## src/rtl/pcap_pkg.sv

```systemverilog
// Shared types and constants for the pcap byte-stream parser.
package pcap_pkg;

  typedef enum logic [1:0] {
    GHDR,
    RHDR,
    PAYLOAD,
    ERR
  } pcap_state_t;

  localparam int unsigned GHDR_BYTES = 24;
  localparam int unsigned RHDR_BYTES = 16;

  localparam logic [31:0] MAGIC_US = 32'ha1b2c3d4;
  localparam logic [31:0] MAGIC_NS = 32'ha1b23c4d;

  function automatic logic [31:0] bswap32(input logic [31:0] w);
    return {w[7:0], w[15:8], w[23:16], w[31:24]};
  endfunction

endpackage

```

## src/rtl/pcap_field_asm.sv

```systemverilog
// Assembles 32-bit header fields from a byte stream; word includes the byte
// currently being shifted in so a field can be captured on its final byte.
module pcap_field_asm
  import pcap_pkg::*;
(
  input  logic        clk,
  input  logic        rst,
  input  logic        shift_en,
  input  logic [7:0]  in_byte,
  input  logic        swap,
  output logic [31:0] word
);

  logic [23:0] sr;
  logic [31:0] nxt;

  // nxt holds bytes in stream order: first byte received is the MSB.
  assign nxt  = {sr, in_byte};
  assign word = swap ? nxt : bswap32(nxt);

  always_ff @(posedge clk) begin
    if (rst) begin
      sr <= '0;
    end else if (shift_en) begin
      sr <= nxt[23:0];
    end
  end

endmodule

```

## src/rtl/pcap_stream_parser.sv

```systemverilog
// Strips pcap global/record headers from a byte stream and emits framed
// payload bytes with per-record timestamp/length sideband.
module pcap_stream_parser
  import pcap_pkg::*;
#(
  parameter int unsigned MAX_LEN = 16384,
  parameter int unsigned LEN_W   = 16
) (
  input  logic             clk,
  input  logic             rst,
  input  logic [7:0]       s_data,
  input  logic             s_valid,
  output logic             s_ready,
  output logic [7:0]       m_data,
  output logic             m_valid,
  output logic             m_first,
  output logic             m_last,
  input  logic             m_ready,
  output logic [31:0]      rec_ts_sec,
  output logic [31:0]      rec_ts_usec,
  output logic [LEN_W-1:0] rec_len,
  output logic             nsec_mode,
  output logic [31:0]      rec_count,
  output logic             err
);

  pcap_state_t      state, state_d;
  logic [LEN_W-1:0] cnt, cnt_d;
  logic             acc;
  logic             swap_q;
  logic [31:0]      field;
  logic [31:0]      ts_sec_h, ts_usec_h, len_h;
  logic             magic_ok;
  logic             pay_last;

  // In GHDR the assembler is forced to stream order so the magic can be
  // matched against both byte orders.
  pcap_field_asm u_asm (
    .clk      (clk),
    .rst      (rst),
    .shift_en (acc),
    .in_byte  (s_data),
    .swap     ((state == GHDR) || swap_q),
    .word     (field)
  );

  assign magic_ok = (field == MAGIC_US) || (field == MAGIC_NS) ||
                    (bswap32(field) == MAGIC_US) || (bswap32(field) == MAGIC_NS);
  assign pay_last = (cnt == rec_len - 1'b1);
  assign err      = (state == ERR);

  always_comb begin
    state_d = state;
    cnt_d   = cnt;
    s_ready = 1'b0;
    if (!rst && state != ERR) s_ready = !m_valid || m_ready;
    acc = s_valid && s_ready;
    if (acc) begin
      case (state)
        GHDR: begin
          cnt_d = cnt + 1'b1;
          if (cnt == LEN_W'(3) && !magic_ok) begin
            state_d = ERR;
          end else if (cnt == LEN_W'(GHDR_BYTES - 1)) begin
            state_d = RHDR;
            cnt_d   = '0;
          end
        end
        RHDR: begin
          cnt_d = cnt + 1'b1;
          if (cnt == LEN_W'(RHDR_BYTES - 1)) begin
            cnt_d = '0;
            if (len_h > 32'(MAX_LEN)) state_d = ERR;
            else if (len_h != '0)     state_d = PAYLOAD;
          end
        end
        PAYLOAD: begin
          cnt_d = cnt + 1'b1;
          if (pay_last) begin
            state_d = RHDR;
            cnt_d   = '0;
          end
        end
        default: ;
      endcase
    end
  end

  always_ff @(posedge clk) begin
    if (rst) begin
      state <= GHDR;
      cnt   <= '0;
    end else begin
      state <= state_d;
      cnt   <= cnt_d;
    end
  end

  always_ff @(posedge clk) begin
    if (rst) begin
      m_data      <= '0;
      m_valid     <= 1'b0;
      m_first     <= 1'b0;
      m_last      <= 1'b0;
      swap_q      <= 1'b0;
      nsec_mode   <= 1'b0;
      ts_sec_h    <= '0;
      ts_usec_h   <= '0;
      len_h       <= '0;
      rec_ts_sec  <= '0;
      rec_ts_usec <= '0;
      rec_len     <= '0;
      rec_count   <= '0;
    end else begin
      if (m_valid && m_ready) m_valid <= 1'b0;
      if (acc) begin
        case (state)
          GHDR: begin
            if (cnt == LEN_W'(3)) begin
              swap_q    <= (field == MAGIC_US) || (field == MAGIC_NS);
              nsec_mode <= (field == MAGIC_NS) || (bswap32(field) == MAGIC_NS);
            end
          end
          RHDR: begin
            if (cnt == LEN_W'(3))  ts_sec_h  <= field;
            if (cnt == LEN_W'(7))  ts_usec_h <= field;
            if (cnt == LEN_W'(11)) len_h     <= field;
            if (cnt == LEN_W'(RHDR_BYTES - 1)) begin
              rec_ts_sec  <= ts_sec_h;
              rec_ts_usec <= ts_usec_h;
              rec_len     <= len_h[LEN_W-1:0];
              if (len_h == '0) rec_count <= rec_count + 1'b1;
            end
          end
          PAYLOAD: begin
            m_data  <= s_data;
            m_valid <= 1'b1;
            m_first <= (cnt == '0);
            m_last  <= pay_last;
            if (pay_last) rec_count <= rec_count + 1'b1;
          end
          default: ;
        endcase
      end
    end
  end

endmodule

```

## config.mk

```make
export PLATFORM = sky130hd
export DESIGN_NAME = pcap_stream_parser
export DESIGN_NICKNAME = d
export VERILOG_FILES = /design/src/rtl/pcap_pkg.sv /design/src/rtl/pcap_field_asm.sv /design/src/rtl/pcap_stream_parser.sv
export SDC_FILE = /design/constraint.sdc
export NUM_CORES = 1
export LEC_CHECK = 0
export CORE_MARGIN = 4
export CORE_UTILIZATION = 51
export CTS_BUF_LIST = sky130_fd_sc_hd__clkbuf_16
export DETAILED_ROUTE_END_ITERATION = 16
export GPL_TIMING_DRIVEN = 0
export PLACE_DENSITY = 0.77
export SLEW_MARGIN = 20
export SYNTH_ARGS = -nofsm -noshare
export SYNTH_HDL_FRONTEND = slang
export SYNTH_SLANG_ARGS = --single-unit
```

## constraint.sdc

```tcl
create_clock -name clk -period 3.2 [get_ports clk]
set_input_delay 0.48 -clock clk [delete_from_list [all_inputs] [get_ports clk]]
set_output_delay 0.48 -clock clk [all_outputs]
set_load 0.05 [all_outputs]
```

# [Yosys cells after proc, flatten, opt, wreduce, memory -nomap -nowiden]
# Cells that the tools add are included.
[totals] ff_bits=263 latchBits=0 ram_bits=0 rom_bits=0 inputBits=12 elab_cells=88 mem_count=0
[op_classes] n_addsub=3 n_mul=0 div_mod_pow=0 order_cmp=1 n_eq_ne=19 n_shift=0 muxes=21 n_bitwise=0 n_reduce_logical=28
[ops] cell="== test 32 bit, second input constant" n=4
[ops] cell="2-to-1 mux 32 bit" n=4
[ops] cell="2-to-1 mux 16 bit" n=4
[ops] cell="case mux 32 bit (2 select lines)" n=1
[ops] cell="case mux 16 bit (3 select lines)" n=1
[ops] cell="adder 32 x 1 -> 32 bit, second input constant" n=1
[ops] cell="== test 16 x 4 -> 1 bit, second input constant" n=2
[ops] cell="greater-than comparator 32 x 15 -> 1 bit, second input constant" n=1
[ops] cell="logical NOT 32 bit" n=1
[ops] cell="nonzero test 32 bit" n=1
[ops] cell="adder 16 x 1 -> 16 bit, second input constant" n=1
[ops] cell="== test 16 bit" n=1
[ops] cell="== test 16 x 2 -> 1 bit, second input constant" n=1
[ops] cell="== test 16 x 3 -> 1 bit, second input constant" n=1
[ops] cell="== test 16 x 5 -> 1 bit, second input constant" n=1
[ops] cell="logical NOT 16 bit" n=1
[ops] cell="subtractor 16 x 1 -> 16 bit, second input constant" n=1
[ops] cell="AND reduction 3 bit" n=5
[ops] cell="2-to-1 mux 2 bit" n=6
[ops] cell="!= test 2 bit, second input constant" n=4
[ops] cell="logical OR 1 bit" n=6
[ops] cell="case mux 2 bit (3 select lines)" n=1
[ops] cell="AND reduction 6 bit" n=1
[ops] cell="AND reduction 5 bit" n=1
[ops] cell="11 further kinds" n=21

# [Logic depth before layout (Yosys ltp)]
[logic_depth] ltp_word=11 depth_mapped=11 ltp_nobuf=9

# [Cells and area by module]
# From an unflattened synthesis, not the netlist that was laid out.
[hier_totals] hier_cells=1441 area_unflattened_um2=11557.3
[modules_own_cells] module="pcap_stream_parser" n_inst=1 cells_each=1328 area_each_um2=10157.2 seq_area_each_um2=4784.6
[modules_own_cells] module="pcap_field_asm" n_inst=1 cells_each=113 area_each_um2=1400.1 seq_area_each_um2=480.5

# [Worst setup path after synthesis]
# Ideal clock, no wire load.
[synth_path] path_kind="flip-flop to flip-flop" from="reg state[0]" to="reg len_h[22]" setup_time_ps=86 arrival_time_ps=3570 required_time_ps=3114 setup_slack_ps=-455 stages_incl_launch_ff=11 synth_period_minus_slack_ps=3655 path_cell_list="dfxtp_1 > ha_1 > nor3_1 > and2_1 > clkbuf_1 > and4_1 > and3b_1 > clkbuf_1 > buf_1 > nor2_1 > a211oi_1"
[synth_between] elab_chain_len=5
[synth_rtl] item="from (decl)" line_no="pcap_stream_parser.sv:27" source="pcap_state_t state, state_d;"
[synth_rtl] item="from (signal assigned)" line_no="pcap_stream_parser.sv:94" source="state <= state_d;"
[synth_rtl] item="!= test 2 bit" line_no="pcap_stream_parser.sv:56" source="if (!rst && state != ERR) s_ready = !m_valid || m_ready;"
[synth_rtl] item="logical AND 1 bit" line_no="pcap_stream_parser.sv:56"
[synth_rtl] item="2-to-1 mux 1 bit" line_no="pcap_stream_parser.sv:56"
[synth_rtl] item="via s_ready" line_no="pcap_stream_parser.sv:13" source="output logic s_ready,"
[synth_rtl] item="logical AND 1 bit" line_no="pcap_stream_parser.sv:57" source="acc = s_valid && s_ready;"
[synth_rtl] item="AND reduction 3 bit (no line)"
[synth_rtl] item="to (signal assigned)" line_no="pcap_stream_parser.sv:127" source="if (cnt == LEN_W'(11)) len_h <= field;"
[synth_rtl] item="to (decl)" line_no="pcap_stream_parser.sv:32" source="logic [31:0] ts_sec_h, ts_usec_h, len_h;"
# The timed path passes the listed nets, and every way through them passes these cells.
# A chain may end at the register's enable or synchronous reset.

# [Final worst setup path]
[layout_path] from="reg rec_len[1]" to="reg rec_count[3]"
[layout_between] elab_chain_len=4
[layout_rtl] item="from (decl)" line_no="pcap_stream_parser.sv:21" source="output logic [LEN_W-1:0] rec_len,"
[layout_rtl] item="from (signal assigned)" line_no="pcap_stream_parser.sv:131" source="rec_len <= len_h[LEN_W-1:0];"
[layout_rtl] item="subtractor 16 x 1 -> 16 bit" line_no="pcap_stream_parser.sv:49" source="assign pay_last = (cnt == rec_len - 1'b1);"
[layout_rtl] item="== test 16 bit" line_no="pcap_stream_parser.sv:49"
[layout_rtl] item="!= test 2 bit (no line)"
[layout_rtl] item="AND reduction 5 bit (no line)"
[layout_rtl] item="to (signal assigned)" line_no="pcap_stream_parser.sv:132" source="if (len_h == '0) rec_count <= rec_count + 1'b1;"
[layout_rtl] item="to (signal assigned)" line_no="pcap_stream_parser.sv:140" source="if (pay_last) rec_count <= rec_count + 1'b1;"
[layout_rtl] item="to (decl)" line_no="pcap_stream_parser.sv:23" source="output logic [31:0] rec_count,"
# No other way between the ends.

==> results.txt <==
The run finished with clean final reports. For this design, the sink count on the clock tree is 263. The tools report the final worst-path setup slack as 10.0 ps.

After layout, the minimum clock period comes to 3190 ps. Setup violations remaining at the end of the flow were counted as 0. In the synthesized netlist, the number of instances is 1377. The number of max-capacitance violations reported is 0, and the required time at the endpoint of the critical path is 3630 ps. The clock edge transition at the registers on the reported setup and hold paths came out at 60 ps.

CTS placed an instance of sky130_fd_sc_hd__clkbuf_16 at the clock tree root. The final layout contains routed wiring with a total length of 33100 um. In the final layout, the multi-input gates occupy 6140 um2. Ranked by total cell area, the synthesized netlist is headed by sky130_fd_sc_hd__dfxtp_1 46%, sky130_fd_sc_hd__nand2_1 8.0%, sky130_fd_sc_hd__a211oi_1 6.1%. In this run the cell area of the synthesized design comes to 11600 um2. The TritonCTS buffer count was 28; the period utilization was 99.7%. The mean area per synthesized cell is 8.40 um2. Data arrives at the worst endpoint at 3620 ps.

The count of buffers added on input and output ports is 136. After floorplanning, the core was sized to cover 22100 um2. Setup repair after global routing could not meet its margin everywhere. Maximum clock path buffer count: 3. The tools report the worst min-delay path startpoint as m_first. The run gives 0 as the number of inserted diodes. The largest family of logic cells by synthesized area is simple AND/OR/NAND/NOR gates.

The kind of path behind the tightest hold check is flip-flop to flip-flop. The detailed router finished its first iteration with 989 violations. The number of antenna violations at the first check in global routing is 0, and the pin count of the biggest net entering global routing is 14.

The peak supply drop is 0.393 mV, and the portion of synthesized cell area occupied by the leading cell type is 45.5%. The number of hold violations in the final report was 0; the length of the first detailed-routing pass in iterations was 5. For the top-level I/O count, the log shows 138.

Compound-cell area share of the yosys netlist: 12.8%. Kind of start point of the critical path: a flip-flop. The synthesized design contains 0 enable-type register cells. The critical path startpoint is rec_len[1].

The distinct cell type count after synthesis is 58, and the area enclosed by the die boundary is 25200 um2. The final max-slew violation count came out at 0. In the synthesized netlist the dominant register cell turns out to be sky130_fd_sc_hd__dfxtp_1. Row generation in the floorplan step produced 54 rows.

Setup slack after placement: -384 ps. The simple logic cell fraction of the synthesized area is 27.6%. The initial utilization of the core area, before any placement, comes to 52.4%.

Of the post-synthesis cell area, the part taken by muxes is 6.39%. In this run the vertical extent of the chip is 159 um. The power per cell area is 473 nW/um2, and the number of nets at the end of the flow is 1569. TritonCTS built the clock tree. The XOR/XNOR share of the synthesized area came out at 2.65%. The run gives 1397 as the net count of the mapped netlist. In this run the tightest slew margin relative to its limit is 35.8%. The share of post-route cells with drive strength above 1 is 9.31%, and the average wire per cell in the routed design is 17.9 um.

The logs give 5.05 nW for the leakage power of the design and 540 ps for the later-pin clock latency in the skew report. The synthesized design spends more area on one cell type than any other, namely sky130_fd_sc_hd__dfxtp_1. Hold repair after CTS inserted 0 buffers.

The tools report the number of filler instances in the final layout as 1777. The die width works out to 159 um. Dividing the detail-routed via count by the number of cells gives 5.80. The first global-routing pass estimated 52800 um of wire. The setup path with the least slack is of type flip-flop to flip-flop. The run gives 10700 as the total via count after detailed routing.

The remaining routing DRC violations was 0. Slew at the pin closest to its max-slew limit: 963 ps. The worst setup path is captured at a flip-flop. In this run the worst path has a maximum fanout of 7. After legalization and detailed placement, the total HPWL measured 23200 um. Across the whole layout, storage elements account for 5280 um2. The Yosys warning count was 0; the number of levels the H-tree was split into was 1. After synthesis, the share of flip-flops with an asynchronous set or reset is 0%.

For the smallest hold slack, the log shows 448 ps. The clock arrives with 11.8 ps of skew. The count of nets left with antenna violations once routing finished came out at 0.

The number of global-route vias before repair is 10500. For this run the aggregate overflow at the end of global routing stands at 0. After Yosys synthesis, full adders, half adders and majority gates account for 0.865% of the synthesized area. At the end of routability-driven placement, the weighted congestion stood at 0.933. The overall global routing resource usage is 25.7%, and the number of storage elements in the synthesis netlist is 263. The worst register-to-register path begins at rec_len[1]. The area growth from synthesis to final layout came out at 27.2%. The run gives 45.5% as the sequential area share after synthesis. Timing would allow up to 313 MHz.
what timing repair did:
| item | 4_1_cts | 5_1_grt |
|---|---|---|
| setup buffers | 5 | 4 |
| gates resized for setup | 29 | 67 |
| endpoints found under the setup margin | 78 | 181 |
| cloned | 2 | 2 |
| hold endpoints to repair | 0 | 0 |
| pin swaps | 5 | 6 |
per-stage QoR:
stage | TNS [ps] | cell area (um2) | cells | utilization (%) | total power, mW
floorplan | -87.7 | 11600 | 1377 | - | 3.58
global placement | -12380 | 13300 | 1793 | 60.2 | 3.69
detailed placement | -14270 | 13300 | 1793 | 60.2 | 3.70
CTS | -75.7 | 14400 | 1849 | 65.3 | 6.95
global route | -562 | 14700 | 1849 | 66.6 | 7.14
finish | 0 | 14700 | 1849 | 66.6 | 6.96
cell type report:
type / count / share of cell area [%]
Sequential cell: 263 / 35.9
Buffer: 100 / 3.10
Clock buffer: 30 / 5.10
Multi-Input combinational cell: 992 / 41.7
Timing Repair Buffer: 149 / 10.2
Inverter: 15 / 0.399
Tap cell: 280 / 2.38
Clock inverter: 20 / 1.27
per-layer routing:
| metal | track usage, % | vias to the layer above | share of wire (%) |
|---|---|---|---|
| met4 | 9.06 | 0 | 2.8 |
| met3 | 4.92 | 75 | 7.0 |
| li1 | - | 5158 | - |
| met2 | 42.1 | 373 | 46 |
| met5 | 0 | - | 0 |
| met1 | 34.1 | 5127 | 44 |
kinds of logic (layout without fill, tap and decap cells):
logic type                 after synthesis  after routing
adders and majority gates                8              8
AOI/OAI and AO/OA                      227            227
DFF                                    263            263
muxes                                   70             70
xor gates and xnor gates                35             35
buffers and inverters                  122            314
and+or+nand+nor                        652            652
where the power goes:
part | switching, mW | total, mW | leakage (nW) | internal [mW]
sequential | 0.0363 | 3.33 | 2.12 | 3.29
clock | 1.30 | 3.30 | 0.489 | 1.99
combinational | 0.238 | 0.334 | 2.43 | 0.0955
cell usage after synthesis (3+ instances only):
master and count:
sky130_fd_sc_hd__a221o_1 3, sky130_fd_sc_hd__mux2_2 6, sky130_fd_sc_hd__inv_1 14, sky130_fd_sc_hd__a21oi_1 94, sky130_fd_sc_hd__o31ai_1 3, sky130_fd_sc_hd__xnor2_1 21
sky130_fd_sc_hd__nor4_1 18, sky130_fd_sc_hd__nand3_1 48, sky130_fd_sc_hd__nor3_1 20, sky130_fd_sc_hd__buf_6 3, sky130_fd_sc_hd__clkbuf_1 90, sky130_fd_sc_hd__xor2_1 14
sky130_fd_sc_hd__and4_1 8, sky130_fd_sc_hd__nor2_1 162, sky130_fd_sc_hd__and2_1 7, sky130_fd_sc_hd__or3_1 9, sky130_fd_sc_hd__o22ai_1 4, sky130_fd_sc_hd__dfxtp_1 263
sky130_fd_sc_hd__nand2_1 248, sky130_fd_sc_hd__nand2b_1 3, sky130_fd_sc_hd__nand4_1 23, sky130_fd_sc_hd__o21ai_0 8, sky130_fd_sc_hd__mux2i_1 39, sky130_fd_sc_hd__nor3b_1 5
sky130_fd_sc_hd__or4bb_1 4, sky130_fd_sc_hd__ha_1 8, sky130_fd_sc_hd__a211oi_1 94, sky130_fd_sc_hd__nor2b_1 31, sky130_fd_sc_hd__mux2_1 25, sky130_fd_sc_hd__nor4_2 22
sky130_fd_sc_hd__and3_1 19, sky130_fd_sc_hd__or4_1 6, sky130_fd_sc_hd__nand3b_1 7, sky130_fd_sc_hd__buf_1 12, sky130_fd_sc_hd__a311oi_1 3
layout by cell type (no fill, tap or decap), drive strengths merged, types with 5 or more instances in the layout:
cell and instances:
or4 6, a211oi 94, clkdlybuf4s50 136, nor4 40, nand3b 7, nand4 23, and2 8, mux2i 39
xor2 14, and3 19, mux2 31, a21oi 94, nor2 162, nor3 20, nand3 48, buf 25
o21ai 8, inv 21, clkbuf 118, nor3b 5, nor2b 31, ha 8, clkinv 10, and4 8
nand2 248, or3 9, dfxtp 263, xnor2 21
flip-flops by register name, summed over array words and instances, names as in the netlist:
name	count
nsec_mode	1
rec_len	16
rec_ts_usec	32
state	2
cnt	16
swap_q	1
len_h	32
ts_usec_h	32
m_last	1
ts_sec_h	32
m_first	1
rec_ts_sec	32
m_data	8
m_valid	1
u_asm.sr	24
rec_count	32
critical path, stage by stage, from the launching register on:
cell and delay [ps]:
sky130_fd_sc_hd__dfxtp_4 350, sky130_fd_sc_hd__inv_2 60, sky130_fd_sc_hd__ha_4 130, sky130_fd_sc_hd__or4b_4 500, sky130_fd_sc_hd__or4_4 440, sky130_fd_sc_hd__nand2_2 90
sky130_fd_sc_hd__nand4_1 120, sky130_fd_sc_hd__o41a_1 480, sky130_fd_sc_hd__buf_6 200, sky130_fd_sc_hd__nor4_1 330, sky130_fd_sc_hd__mux2_2 390
worst paths after layout:
check | end | slack (ps) | depth (start not counted)
min | m_first | 450 | 2
min reg2reg | m_first | 450 | 2
max | rec_count[3] | 10 | 10
max reg2reg | rec_count[3] | 10 | 10
No activity file was read; power rests on OpenSTA's default activity.
